## config.mk

```make
export PLATFORM = sky130hd
export DESIGN_NAME = rvb_issue_ctrl_flat
export DESIGN_NICKNAME = d
export VERILOG_FILES = /design/src/rtl/rvb_issue_ctrl_pkg.sv /design/src/rtl/rvb_issue_ctrl_if.sv /design/src/rtl/rvb_sync_fifo.sv /design/src/rtl/rvb_issue_ctrl.sv /design/src/flat_wrapper.sv
export SDC_FILE = /design/constraint.sdc
export NUM_CORES = 1
export LEC_CHECK = 0
export BUFFER_PORTS_ARGS = -buffer_cell sky130_fd_sc_hd__buf_4
export CAP_MARGIN = 10
export CORE_MARGIN = 10
export CORE_UTILIZATION = 48
export DETAILED_ROUTE_END_ITERATION = 10
export PLACE_DENSITY = 0.79
export SLEW_MARGIN = 20
export SYNTH_ARGS = -nofsm -noshare
export SYNTH_HDL_FRONTEND = slang
export SYNTH_SLANG_ARGS = --single-unit
```

## constraint.sdc

```tcl
create_clock -name clock -period 2.5 [get_ports clock]
set_input_delay 0.125 -clock clock [delete_from_list [all_inputs] [get_ports clock]]
set_output_delay 0.125 -clock clock [all_outputs]
set_load 0.03 [all_outputs]
```

## src/rtl/rvb_issue_ctrl_pkg.sv

```systemverilog
// rtl/rvb_issue_ctrl_pkg.sv - shared constants and helpers for the bitmanip issue controller
package rvb_issue_ctrl_pkg;

    localparam int RVB_INSN_B3  = 3;
    localparam int RVB_INSN_B13 = 13;
    localparam int RVB_INSN_B14 = 14;

    function automatic int rvb_clog2(input int value);
        int r;
        r = 0;
        for (int i = 0; i < 31; i++) begin
            if ((1 << i) < value) begin
                r = i + 1;
            end
        end
        return r;
    endfunction

    function automatic bit rvb_xlen_legal(input int xlen);
        return (xlen == 32) || (xlen == 64);
    endfunction

    function automatic bit rvb_depth_legal(input int depth);
        return (depth >= 2) && ((depth & (depth - 1)) == 0);
    endfunction

endpackage

```

## src/rtl/rvb_issue_ctrl_if.sv

```systemverilog
// rtl/rvb_issue_ctrl_if.sv - core request/response and unit din/dout signal bundle
interface rvb_issue_ctrl_if #(
    parameter int XLEN = 32
);
    logic            req_valid;
    logic            req_ready;
    logic [XLEN-1:0] req_rs1;
    logic [XLEN-1:0] req_rs2;
    logic [31:0]     req_insn;

    logic            rsp_valid;
    logic            rsp_ready;
    logic [XLEN-1:0] rsp_rd;

    logic            din_valid;
    logic            din_ready;
    logic [XLEN-1:0] din_rs1;
    logic [XLEN-1:0] din_rs2;
    logic            din_insn3;
    logic            din_insn13;
    logic            din_insn14;

    logic            dout_valid;
    logic [XLEN-1:0] dout_rd;

    logic            err_overflow;

    modport master (
        input  req_valid, req_rs1, req_rs2, req_insn,
        output req_ready,
        output rsp_valid, rsp_rd,
        input  rsp_ready,
        output din_valid, din_rs1, din_rs2, din_insn3, din_insn13, din_insn14,
        input  din_ready,
        input  dout_valid, dout_rd,
        output err_overflow
    );

    modport slave (
        output req_valid, req_rs1, req_rs2, req_insn,
        input  req_ready,
        input  rsp_valid, rsp_rd,
        output rsp_ready,
        input  din_valid, din_rs1, din_rs2, din_insn3, din_insn13, din_insn14,
        output din_ready,
        output dout_valid, dout_rd,
        input  err_overflow
    );

endinterface

```

## src/rtl/rvb_sync_fifo.sv

```systemverilog
// rtl/rvb_sync_fifo.sv - W x DEPTH synchronous FIFO with occupancy count
module rvb_sync_fifo
    import rvb_issue_ctrl_pkg::*;
#(
    parameter int W     = 32,
    parameter int DEPTH = 4,
    parameter int PW    = rvb_clog2(DEPTH),
    parameter int CW    = PW + 1
) (
    input  logic          clock,
    input  logic          reset,
    input  logic          push,
    input  logic [W-1:0]  push_data,
    input  logic          pop,
    output logic [W-1:0]  pop_data,
    output logic [CW-1:0] count
);

    logic [W-1:0]  mem [DEPTH];
    logic [PW-1:0] wr_ptr;
    logic [PW-1:0] rd_ptr;
    logic          do_push;
    logic          do_pop;

    // A push against a full FIFO is dropped rather than overwriting the oldest entry.
    assign do_push  = push & (count != CW'(DEPTH));
    assign do_pop   = pop & (count != '0);
    assign pop_data = mem[rd_ptr];

    always_ff @(posedge clock) begin
        if (do_push) begin
            mem[wr_ptr] <= push_data;
        end
    end

    always_ff @(posedge clock) begin
        if (reset) begin
            wr_ptr <= '0;
            rd_ptr <= '0;
            count  <= '0;
        end else begin
            if (do_push) begin
                wr_ptr <= wr_ptr + 1'b1;
            end
            if (do_pop) begin
                rd_ptr <= rd_ptr + 1'b1;
            end
            if (do_push && !do_pop) begin
                count <= count + 1'b1;
            end else if (do_pop && !do_push) begin
                count <= count - 1'b1;
            end
        end
    end

endmodule

```

## src/rtl/rvb_issue_ctrl.sv

```systemverilog
// rtl/rvb_issue_ctrl.sv - bitmanip unit issue controller with credit-protected in-order result FIFO
// Optional RVB_ISSUE_BYPASS_EN hands a result straight to the core when the FIFO is empty.
module rvb_issue_ctrl
    import rvb_issue_ctrl_pkg::*;
#(
    parameter int XLEN  = 32,
    parameter int DEPTH = 4
) (
    input logic              clock,
    input logic              reset,
    rvb_issue_ctrl_if.master bus
);

    localparam int PW = rvb_clog2(DEPTH);
    localparam int CW = PW + 1;

    if (!rvb_xlen_legal(XLEN)) begin : g_bad_xlen
        $error("rvb_issue_ctrl: XLEN must be 32 or 64");
    end
    if (!rvb_depth_legal(DEPTH)) begin : g_bad_depth
        $error("rvb_issue_ctrl: DEPTH must be a power of two and at least 2");
    end

    logic [CW-1:0]   inflight;
    logic [CW-1:0]   count;
    logic [CW:0]     occupancy;
    logic            credit_ok;
    logic            issue;
    logic            bypass;
    logic            push;
    logic            pop;
    logic            fifo_valid;
    logic [XLEN-1:0] fifo_data;
    logic            err_q;
    logic            unused_ok;

    // Every op holds a credit from issue until the core takes its result, so the
    // FIFO always has room for a result the unit cannot hold back.
    assign occupancy = {1'b0, inflight} + {1'b0, count};
    assign credit_ok = occupancy < (CW+1)'(DEPTH);

    assign bus.din_valid  = bus.req_valid & credit_ok;
    assign bus.req_ready  = bus.din_ready & credit_ok;
    assign bus.din_rs1    = bus.req_rs1;
    assign bus.din_rs2    = bus.req_rs2;
    assign bus.din_insn13 = bus.req_insn[RVB_INSN_B13];
    assign bus.din_insn14 = bus.req_insn[RVB_INSN_B14];
    assign bus.din_insn3  = (XLEN == 64) ? bus.req_insn[RVB_INSN_B3] : 1'b0;
    assign unused_ok      = &{1'b0, bus.req_insn};

    assign issue = bus.din_valid & bus.din_ready;

`ifdef RVB_ISSUE_BYPASS_EN
    assign bypass = bus.dout_valid & (count == '0) & bus.rsp_ready;
`else
    assign bypass = 1'b0;
`endif

    assign fifo_valid    = (count != '0);
    assign push          = bus.dout_valid & ~bypass;
    assign pop           = bus.rsp_valid & bus.rsp_ready & ~bypass;
    assign bus.rsp_valid = fifo_valid | bypass;
    assign bus.rsp_rd    = bypass ? bus.dout_rd : fifo_data;
    assign bus.err_overflow = err_q;

    always_ff @(posedge clock) begin
        if (reset) begin
            inflight <= '0;
            err_q    <= 1'b0;
        end else begin
            if (issue && !bus.dout_valid) begin
                inflight <= inflight + 1'b1;
            end else if (!issue && bus.dout_valid && inflight != '0) begin
                inflight <= inflight - 1'b1;
            end
            // A result with nothing outstanding means the unit misbehaved; remember it.
            if (bus.dout_valid && inflight == '0) begin
                err_q <= 1'b1;
            end
        end
    end

    rvb_sync_fifo #(
        .W     (XLEN),
        .DEPTH (DEPTH)
    ) u_fifo (
        .clock     (clock),
        .reset     (reset),
        .push      (push),
        .push_data (bus.dout_rd),
        .pop       (pop),
        .pop_data  (fifo_data),
        .count     (count)
    );

endmodule
```

## src/flat_wrapper.sv

```systemverilog
// flat-port wrapper written by rule: the top's interface ports become plain ports
module rvb_issue_ctrl_flat import rvb_issue_ctrl_pkg::*;
#(
    parameter int XLEN  = 32,
    parameter int DEPTH = 4
)
  (clock, reset, bus_req_valid, bus_req_rs1, bus_req_rs2, bus_req_insn, bus_req_ready, bus_rsp_valid, bus_rsp_rd, bus_rsp_ready, bus_din_valid, bus_din_rs1, bus_din_rs2, bus_din_insn3, bus_din_insn13, bus_din_insn14, bus_din_ready, bus_dout_valid, bus_dout_rd, bus_err_overflow);
  rvb_issue_ctrl_if #(.XLEN(XLEN)) bus_i ();
  input logic clock;
  input logic reset;
  input wire logic [$bits(bus_i.req_valid)-1:0] bus_req_valid;
  input wire logic [$bits(bus_i.req_rs1)-1:0] bus_req_rs1;
  input wire logic [$bits(bus_i.req_rs2)-1:0] bus_req_rs2;
  input wire logic [$bits(bus_i.req_insn)-1:0] bus_req_insn;
  output wire logic [$bits(bus_i.req_ready)-1:0] bus_req_ready;
  output wire logic [$bits(bus_i.rsp_valid)-1:0] bus_rsp_valid;
  output wire logic [$bits(bus_i.rsp_rd)-1:0] bus_rsp_rd;
  input wire logic [$bits(bus_i.rsp_ready)-1:0] bus_rsp_ready;
  output wire logic [$bits(bus_i.din_valid)-1:0] bus_din_valid;
  output wire logic [$bits(bus_i.din_rs1)-1:0] bus_din_rs1;
  output wire logic [$bits(bus_i.din_rs2)-1:0] bus_din_rs2;
  output wire logic [$bits(bus_i.din_insn3)-1:0] bus_din_insn3;
  output wire logic [$bits(bus_i.din_insn13)-1:0] bus_din_insn13;
  output wire logic [$bits(bus_i.din_insn14)-1:0] bus_din_insn14;
  input wire logic [$bits(bus_i.din_ready)-1:0] bus_din_ready;
  input wire logic [$bits(bus_i.dout_valid)-1:0] bus_dout_valid;
  input wire logic [$bits(bus_i.dout_rd)-1:0] bus_dout_rd;
  output wire logic [$bits(bus_i.err_overflow)-1:0] bus_err_overflow;
  assign bus_i.req_valid = bus_req_valid;
  assign bus_i.req_rs1 = bus_req_rs1;
  assign bus_i.req_rs2 = bus_req_rs2;
  assign bus_i.req_insn = bus_req_insn;
  assign bus_req_ready = bus_i.req_ready;
  assign bus_rsp_valid = bus_i.rsp_valid;
  assign bus_rsp_rd = bus_i.rsp_rd;
  assign bus_i.rsp_ready = bus_rsp_ready;
  assign bus_din_valid = bus_i.din_valid;
  assign bus_din_rs1 = bus_i.din_rs1;
  assign bus_din_rs2 = bus_i.din_rs2;
  assign bus_din_insn3 = bus_i.din_insn3;
  assign bus_din_insn13 = bus_i.din_insn13;
  assign bus_din_insn14 = bus_i.din_insn14;
  assign bus_i.din_ready = bus_din_ready;
  assign bus_i.dout_valid = bus_dout_valid;
  assign bus_i.dout_rd = bus_dout_rd;
  assign bus_err_overflow = bus_i.err_overflow;
  rvb_issue_ctrl #(.XLEN(XLEN), .DEPTH(DEPTH)) u_core (.clock(clock), .reset(reset), .bus(bus_i));
endmodule
```

==> impl_metrics.toml <==
[timing]
fin_crit_sh_pct = 95.7
hold_slack_ps = 17.2
setup_tns_ps = 0
slew_viol_final = 0
max_slew.worst_pin.slew_ps = 516
final-hold-violation-count = 0
relSlewSlack_pct = 65.6
setup_viol = 0
fin_skew_ps = 11.4
fmax_ghz = 0.418
post-route-min-period_ps = 2390

[logic_synthesis]
synth_area_leader_cell = "edfxtp_1"
ys_types = 33
syn_inst = 311
synth_nets = 454
avgSynthCellArea_um2 = 18.8
yosysTopAreaCellShare_pct = 65.6
yosys_warnings = 0
synthTopCellsByArea = "edfxtp_1, mux4_2, buf_4, dfxtp_1, ha_1"
syn_area_um2 = 5860
synth-seq-cells = 141
yosysSeqAreaShare_pct = 70.0

[detailed_routing]
vias = 2804
wl_per_cell_um = 20.5
routed_wl_um = 10900
firstDrtPassIters = 4
postRouteAntennaNets = 0
drt_iter0_drc = 145
drc = 0
drt-vias-per-instance = 5.25

[pwr]
p_int_uw = 5720
pwr-share-comb_pct = 29.7
power.net_switching_uw = 2430
p_per_area_nw_per_um2 = 1140
peakVddDrop_mv = 0.570
swShare_pct = 29.8
pwr-share-seq_pct = 38.0
p_clk_share_pct = 32.3
leakagePower_uw = 0.00255

[setup_path]
cp-startpoint = "u_core.u_fifo.count[2]$_SDFFE_PP0P_"
worstPathMaxFanout = 5
arrival_ps = 2700
cp.required_ps = 2810
regToRegStartpoint = "u_core.u_fifo.count[2]$_SDFFE_PP0P_"
end_kind = "flop"
cp-start-kind = "flop"
critPathKind = "reg2reg"

[grt]
grt_pass1_vias = 3151
antenna_found_initial = 0
grt_max_degree = 17
grt_usage_pct = 13.5
grt_overflow = 0
grt_first_pass_wirelength_um = 17100

[place]
dpl.hpwl_um = 7220
gp_congestion = 0.670
port_buffers = 73
place_area_um2 = 6170

[final_layout]
nNetsFinal = 517
n_antenna_cell = 0
multi_input_area_um2 = 1220
fin_area_um2 = 7150
syn2layout_area_growth_pct = 22.0
final_layout_size_suffix_gt1_share_pct = 43.2
fillers = 864
seqCellArea_um2 = 4110

[clock_tree]
cts.sink_count = 141
root_buffer = "clkbuf_16"
clk_latency_ps = 420
cts_tree = "done"
clk_pin_slew_ps = 60
numCtsBuffers = 17
htreeDepth = 4
cts_buffer_depth = 2

[floorplan]
initial_core_util_pct = 49.0
rows = 40
io_pins = 237
coreArea_um2 = 12000
dieArea_um2 = 17000
die_y_um = 131
die_x_um = 131

[job]
drv_cap = 0

[min_path]
min_path_type = "in2reg"
min-delay-start = "bus_dout_valid"

[run_status]
status = "finished clean"
-- synthesized netlist by cell type --
library cell	n
edfxtp_1	128
buf_4	70
mux4_2	32
dfxtp_1	13
nor2_1	11
ha_1	7
nor2b_1	5
and2_1	4
mux2i_1	4
xor2_1	4
buf_1	3
inv_1	3
a21oi_1	2
and3_2	2
fa_1	2
nand2_1	2
nand3_1	2
or3_1	2
a21boi_2	1
a32o_1	1
buf_2	1
clkbuf_1	1
conb_1	1
mux2_1	1
mux2_2	1
nand4_4	1
nor3_1	1
nor3_4	1
nor3b_1	1
o21ai_0	1
or2_1	1
or2b_1	1
xnor2_1	1
-- routing by layer --
| metal | up-vias | track usage (%) | part of all wire [%] |
|---|---|---|---|
| met4 | 0 | 9.48 | 4.4 |
| li1 | 1246 | - | - |
| met1 | 1371 | 14.5 | 37 |
| met5 | - | 0 | 0 |
| met3 | 52 | 5.12 | 8.0 |
| met2 | 135 | 21.8 | 50 |
-- path summary, 6_finish.rpt --
path	end	slack [ps]	cells past startpoint
max	u_core.inflight[2]$_SDFFE_PP0P_	110	8
min	u_core.bus.err_overflow$_SDFFE_PP0P_	20	3
max reg2reg	u_core.inflight[2]$_SDFFE_PP0P_	110	8
min reg2reg	u_core.bus.err_overflow$_SDFFE_PP0P_	500	2
-- sequential cells by signal, indices dropped and copies added, names as in the netlist, named ones only --
register,cells
u_core.bus.err_overflow,1
u_core.inflight,3
u_core.u_fifo.count,3
u_core.u_fifo.mem,128
u_core.u_fifo.rd_ptr,2
u_core.u_fifo.wr_ptr,2
-- cell usage in the layout (no fill, tap or decap), drive strengths merged, types with 5 or more instances in the layout --
master	synthesis	final
clkbuf	1	19
dfxtp	13	13
mux4	32	32
buf	74	86
nor2	11	11
edfxtp	128	128
nor2b	5	5
clkinvlp	0	5
dlygate4sd3	0	33
ha	7	7
-- repair_timing --
item,4_1_cts,5_1_grt
endpoints found under the hold margin,138,0
hold buffers,33,0
endpoints found under the setup margin,0,1
gates resized for setup,0,6
buffers inserted,0,1
-- layout make-up --
| cell class | instances | share of cell area (%) |
|---|---|---|
| Multi-Input combinational cell | 92 | 17.0 |
| Clock inverter | 13 | 2.64 |
| Tap cell | 147 | 2.57 |
| Sequential cell | 141 | 57.5 |
| Timing Repair Buffer | 119 | 14.0 |
| Inverter | 3 | 0.157 |
| Clock buffer | 19 | 6.19 |
-- critical path, cell delays in order, from the launching register on --
cell and delay, ps:
dfxtp_2 340, ha_1 320, nor3_4 220, nand4_4 150
or2_4 270, fa_2 350, nor2b_1 140, mux2i_1 130
mux2_2 350
-- per-stage QoR --
step / instances / power, uW / util (%) / setup slack [ps]
after floorplan: 311 / 4880 / - / 229
after global placement: 468 / 5470 / 51.6 / 134
after detailed placement: 468 / 5530 / 51.6 / 101
after CTS: 533 / 8220 / 59.6 / 81.5
after global routing: 534 / 8530 / 59.8 / -8.11
final: 534 / 8150 / 59.8 / 107
-- kinds of logic (layout without fill, tap and decap cells) --
group,after synthesis,after routing,synth area share (%)
xor gates and xnor gates,5,5,0.747
and+or+nand+nor,34,34,3.52
muxes,38,38,13.4
AOI/OAI and AO/OA,5,5,0.619
DFF,141,141,70.0
other,1,1,0.0640
adders and majority gates,9,9,2.18
buffers and inverters,78,154,9.50
-- power groups by stage --
stage / sequential, uW / combinational (uW) / clock [uW]
2_1_floorplan: 3050 / 1830 / 0
3_5_place_dp: 3150 / 2380 / 0
6_report: 3100 / 2420 / 2630
4_1_cts: 3110 / 2430 / 2680
5_1_grt: 3150 / 2610 / 2770
3_3_place_gp: 3130 / 2340 / 0
No activity file was read; power rests on OpenSTA's default activity.
